<file path="src/rtl/mem_access_pkg.sv">
// Shared types and constants for the MEM-stage data-memory access controller.
package mem_access_pkg;

  typedef enum logic [1:0] {
    IDLE = 2'd0,
    BUSY = 2'd1,
    DONE = 2'd2
  } state_e;

  localparam int unsigned MEM_RD_BIT = 1;
  localparam int unsigned MEM_WR_BIT = 0;

  localparam logic [31:0] TIMEOUT_DATA = 32'hDEADBEEF;

  function automatic logic is_access(input logic [1:0] mem);
    return mem[MEM_RD_BIT] | mem[MEM_WR_BIT];
  endfunction

endpackage

</file>
<file path="src/rtl/mem_timeout_counter.sv">
// Counts BUSY cycles and flags when the memory has gone TIMEOUT_CYCLES without ack.
// Only present when MEM_ACCESS_TIMEOUT_EN is defined.
`ifdef MEM_ACCESS_TIMEOUT_EN
module mem_timeout_counter #(
  parameter int unsigned TIMEOUT_CYCLES = 16
) (
  input  logic clk,
  input  logic rst_n,
  input  logic clear,
  input  logic busy,
  output logic expired_c
);

  localparam int unsigned CNT_W = $clog2(TIMEOUT_CYCLES + 1);

  logic [CNT_W-1:0] cnt;

  // cnt holds the index of the current BUSY cycle, starting at 0
  always_ff @(posedge clk or negedge rst_n) begin
    if (!rst_n) begin
      cnt <= '0;
    end else if (clear) begin
      cnt <= '0;
    end else if (busy && (cnt != CNT_W'(TIMEOUT_CYCLES))) begin
      cnt <= cnt + CNT_W'(1);
    end
  end

  assign expired_c = busy && (cnt == CNT_W'(TIMEOUT_CYCLES - 1));

endmodule
`endif

</file>
<file path="src/rtl/mem_access_ctrl.sv">
// MEM-stage req/ack bridge to a variable-latency data memory; stalls the pipe until done.
// Define MEM_ACCESS_TIMEOUT_EN to add a BUSY timeout abort and the mem_timeout pulse.
module mem_access_ctrl
  import mem_access_pkg::*;
#(
  parameter int unsigned ADDR_W = 32,
  parameter int unsigned DATA_W = 32
`ifdef MEM_ACCESS_TIMEOUT_EN
  , parameter int unsigned TIMEOUT_CYCLES = 16
`endif
) (
  input  logic              clk,
  input  logic              rst_n,
  input  logic [1:0]        MEM_M,
  input  logic [ADDR_W-1:0] ALUOut_M,
  input  logic [DATA_W-1:0] WriteData_M,
  output logic              StallM,
  output logic [DATA_W-1:0] ReadData_M,
  output logic              mem_req,
  output logic              mem_we,
  output logic [ADDR_W-1:0] mem_addr,
  output logic [DATA_W-1:0] mem_wdata,
  input  logic              mem_ack,
  input  logic [DATA_W-1:0] mem_rdata,
  output logic              misaligned
`ifdef MEM_ACCESS_TIMEOUT_EN
  , output logic            mem_timeout
`endif
);

  state_e            state, state_d;
  logic              req_d, we_d, mis_d;
  logic [ADDR_W-1:0] addr_d;
  logic [DATA_W-1:0] wdata_d, rdata_d;
  logic              access;

  assign access = is_access(MEM_M);

  // Gated by rst_n so the pipeline is released the moment reset asserts
  assign StallM = rst_n && (((state == IDLE) && access) || (state == BUSY));

`ifdef MEM_ACCESS_TIMEOUT_EN
  logic expired_c;
  logic tmo_d;

  mem_timeout_counter #(
    .TIMEOUT_CYCLES(TIMEOUT_CYCLES)
  ) u_timeout (
    .clk      (clk),
    .rst_n    (rst_n),
    .clear    (state != BUSY),
    .busy     (state == BUSY),
    .expired_c(expired_c)
  );
`endif

  // Next-state and next-output logic
  always_comb begin
    state_d = state;
    req_d   = mem_req;
    we_d    = mem_we;
    addr_d  = mem_addr;
    wdata_d = mem_wdata;
    rdata_d = ReadData_M;
    mis_d   = 1'b0;
`ifdef MEM_ACCESS_TIMEOUT_EN
    tmo_d   = 1'b0;
`endif
    case (state)
      IDLE: begin
        if (access) begin
          req_d   = 1'b1;
          we_d    = MEM_M[MEM_WR_BIT];
          addr_d  = {ALUOut_M[ADDR_W-1:2], 2'b00};
          wdata_d = WriteData_M;
          mis_d   = |ALUOut_M[1:0];
          state_d = BUSY;
        end
      end
      BUSY: begin
        if (mem_ack) begin
          req_d   = 1'b0;
          if (!mem_we) rdata_d = mem_rdata;
          state_d = DONE;
        end
`ifdef MEM_ACCESS_TIMEOUT_EN
        else if (expired_c) begin
          req_d   = 1'b0;
          if (!mem_we) rdata_d = DATA_W'(TIMEOUT_DATA);
          tmo_d   = 1'b1;
          state_d = DONE;
        end
`endif
      end
      DONE:    state_d = IDLE;
      default: state_d = IDLE;
    endcase
  end

  always_ff @(posedge clk or negedge rst_n) begin
    if (!rst_n) begin
      state      <= IDLE;
      mem_req    <= 1'b0;
      mem_we     <= 1'b0;
      mem_addr   <= '0;
      mem_wdata  <= '0;
      ReadData_M <= '0;
      misaligned <= 1'b0;
`ifdef MEM_ACCESS_TIMEOUT_EN
      mem_timeout <= 1'b0;
`endif
    end else begin
      state      <= state_d;
      mem_req    <= req_d;
      mem_we     <= we_d;
      mem_addr   <= addr_d;
      mem_wdata  <= wdata_d;
      ReadData_M <= rdata_d;
      misaligned <= mis_d;
`ifdef MEM_ACCESS_TIMEOUT_EN
      mem_timeout <= tmo_d;
`endif
    end
  end

endmodule

</file>
<file path="config.mk">
export PLATFORM = sky130hd
export DESIGN_NAME = mem_access_ctrl
export DESIGN_NICKNAME = d
export VERILOG_FILES = /design/src/rtl/mem_access_pkg.sv /design/src/rtl/mem_timeout_counter.sv /design/src/rtl/mem_access_ctrl.sv
export SDC_FILE = /design/constraint.sdc
export NUM_CORES = 1
export LEC_CHECK = 0
export CAP_MARGIN = 20
export CORE_MARGIN = 5
export CORE_UTILIZATION = 40
export CTS_CLUSTER_DIAMETER = 40
export DETAILED_ROUTE_END_ITERATION = 10
export PLACE_DENSITY = 0.93
export SETUP_SLACK_MARGIN = 0.4
export SLEW_MARGIN = 30
export SYNTH_ARGS = -nofsm -noshare
export SYNTH_HDL_FRONTEND = slang
export SYNTH_SLANG_ARGS = --single-unit
</file>
<file path="constraint.sdc">
create_clock -name clk -period 1.77 [get_ports clk]
set_clock_uncertainty 0.15 [all_clocks]
set_input_delay 0.2655 -clock clk [delete_from_list [all_inputs] [get_ports clk]]
set_output_delay 0.2655 -clock clk [all_outputs]
set_load 0.1 [all_outputs]
</file>
==> flow_metrics.tcl <==
set metrics [dict create \
    postSynthAreaPerCell_um2 17.7 \
    pre_cts_slack_ns -0.205 \
    fmax_mhz 565 \
    htreeDepth 3 \
    clk-insertion-delay-late_ns 0.35 \
    antennaDiodeCount 0 \
    synth-seq-cells 99 \
    critPathRequiredTime_ns 1.86 \
    cts_tree "built" \
    root_buffer "clkbuf_8" \
    drv_slew 0 \
    most-common-layout-cells "buf_12, clkdlybuf4s50_1, dfrtp_1, mux2_2, buf_4" \
    core_um2 9640 \
    synth_warnings 0 \
    crit_path_end_kind "register" \
    cp_max_fo 8 \
    fin_crit_sh_pct 100 \
    cts.sinks 99 \
    max_slew_margin_pct 65.6 \
    drc 0 \
    drt_iter0_drc 70 \
    grt_max_degree 100 \
    fin_ws_ns -0.000894 \
    path_class "register to register" \
    status "finished, violations left" \
    nFillCells 525 \
    ys_seq_area_share_pct 63.7 \
    wl_per_cell_um 20.2 \
    gp_congestion 0.696 \
    multi_input_area_um2 1310 \
    wirelength_mm 12.2 \
    hold_viol_final 0 \
    antenna_found_initial 0 \
    setup_violations 4 \
    ant_nets 0 \
    fp.dieH_um 109 \
    grt_pass1_wl_mm 18.0 \
    syn_area_um2 3890 \
    clk_pin_slew_ns 0.09 \
    synth_cell_types 19 \
    cts_max_path_buffers 2 \
    hold_path_class "input port to register" \
    period_needed_ns 1.77 \
    viasPerCell 4.67 \
    nNetsFinal 565 \
    numCtsBuffers 9 \
    arrival_ns 1.87 \
    rsz0062_at_grt "true" \
    critPathLaunchType "register" \
    register_area_um2 2480 \
    io_pins 201 \
    hold_depth 2 \
    synthCells 220 \
    cap_violations 0 \
    dieWidth_um 109 \
    dp_hpwl_mm 8.69 \
    gr-total-overflow 0 \
    fp.dieArea_um2 11800 \
    initial_core_util_pct 40.3 \
    vias 2807 \
    r2r_cells 4 \
    grt_util_all_layers_pct 20.7 \
    final_common_cell "buf_12" \
    first_pass_iters 4 \
    drive_gt1_share_pct 56.0 \
    violations "negative setup slack" \
    synthToLayoutAreaGrowth_pct 96.4 \
    std_cell_rows 36 \
    grt_pass1_vias 3251 \
    worst_pin_slew_ns 0.516 \
    io_buffers 198 \
]
-- registers in the layout, summed over array words and instances (netlist names) --
signal,flops
ReadData_M,32
state,2
mem_we,1
mem_wdata,32
mem_addr,30
mem_req,1
misaligned,1
-- critical path: stages, from the launching register on --
cell and delay [ns]:
dfrtp_1 0.43, and3b_1 0.25, nor2b_4 0.30, clkbuf_16 0.23
mux2_4 0.30
-- cell families (layout without fill, tap and decap cells) --
group	Yosys count	after routing	synth area share (%)
compound gates	5	5	1.03
buf+inv	13	260	3.57
flops	99	99	63.7
mux	94	94	30.1
other cells	1	2	0.0965
simple gates	8	8	1.42
-- final timing paths --
check	from	to	slack [ns]
max in group asynchronous	rst_n	mem_we	0.63
worst max-delay path	state[1]	ReadData_M[28]	-0.0009
worst min register to register	state[0]	state[0]	0.41
worst max register to register	state[1]	ReadData_M[28]	-0.0009
worst min-delay path	MEM_M[0]	mem_we	0.30
min in group asynchronous	rst_n	mem_wdata[13]	0.44
-- cell usage after synthesis --
cell	n	area (µm²)
dfrtp_1	99	2480
buf_6	1	11.3
nor2b_1	1	6.26
nor3b_1	1	7.51
a22o_1	1	8.76
nor2_1	1	3.75
nor3_1	1	5.00
a211oi_1	1	7.51
nand2_1	1	3.75
and3b_1	1	8.76
conb_1	1	3.75
o21a_1	2	15.0
mux2_4	30	450
buf_4	9	67.6
nand2b_1	1	6.26
nor2b_4	1	13.8
mux2_2	64	721
buf_12	3	60.1
a211o_1	1	8.76
-- cell type report --
type | instances | share of cell area, %
Timing Repair Buffer | 245 | 45.2
Sequential cell | 99 | 32.5
Multi-Input combinational cell | 109 | 17.2
Tap cell | 133 | 2.18
Clock buffer | 10 | 1.80
Clock inverter | 5 | 1.02
-- per-stage QoR --
stage / instance area (µm²) / instances / hold WS [ns] / util [%] / TNS (ns)
final: 7630 / 601 / 0.295 / 79.2 / -0.00275
after global routing: 7630 / 601 / 0.284 / 79.2 / -1.50
after CTS: 7530 / 591 / 0.248 / 78.2 / -0.0442
after detailed placement: 7000 / 547 / 0.235 / 72.6 / -12.81
after global placement: 7000 / 547 / 0.221 / 72.6 / -10.27
after floorplan: 3910 / 221 / -0.180 / - / 0
-- routing by layer --
metal	share of wire, %	global-route usage (%)	vias up
li1	-	-	1251
met1	33	20.5	1428
met2	57	38.9	115
met3	8.3	8.42	13
met4	1.5	6.85	0
met5	0	0	-
-- timing repair --
action                                  4_1_cts  5_1_grt
buffers inserted                             25        8
cloned                                        3        2
pin swaps                                     1        0
resized for setup                            13        2
endpoints found under the setup margin      193      194
hold buffers                                  1        0
endpoints found under the hold margin        99        0
Power is not shown: default switching activity piles up to over one toggle a cycle in this logic, so the estimate is an artifact.
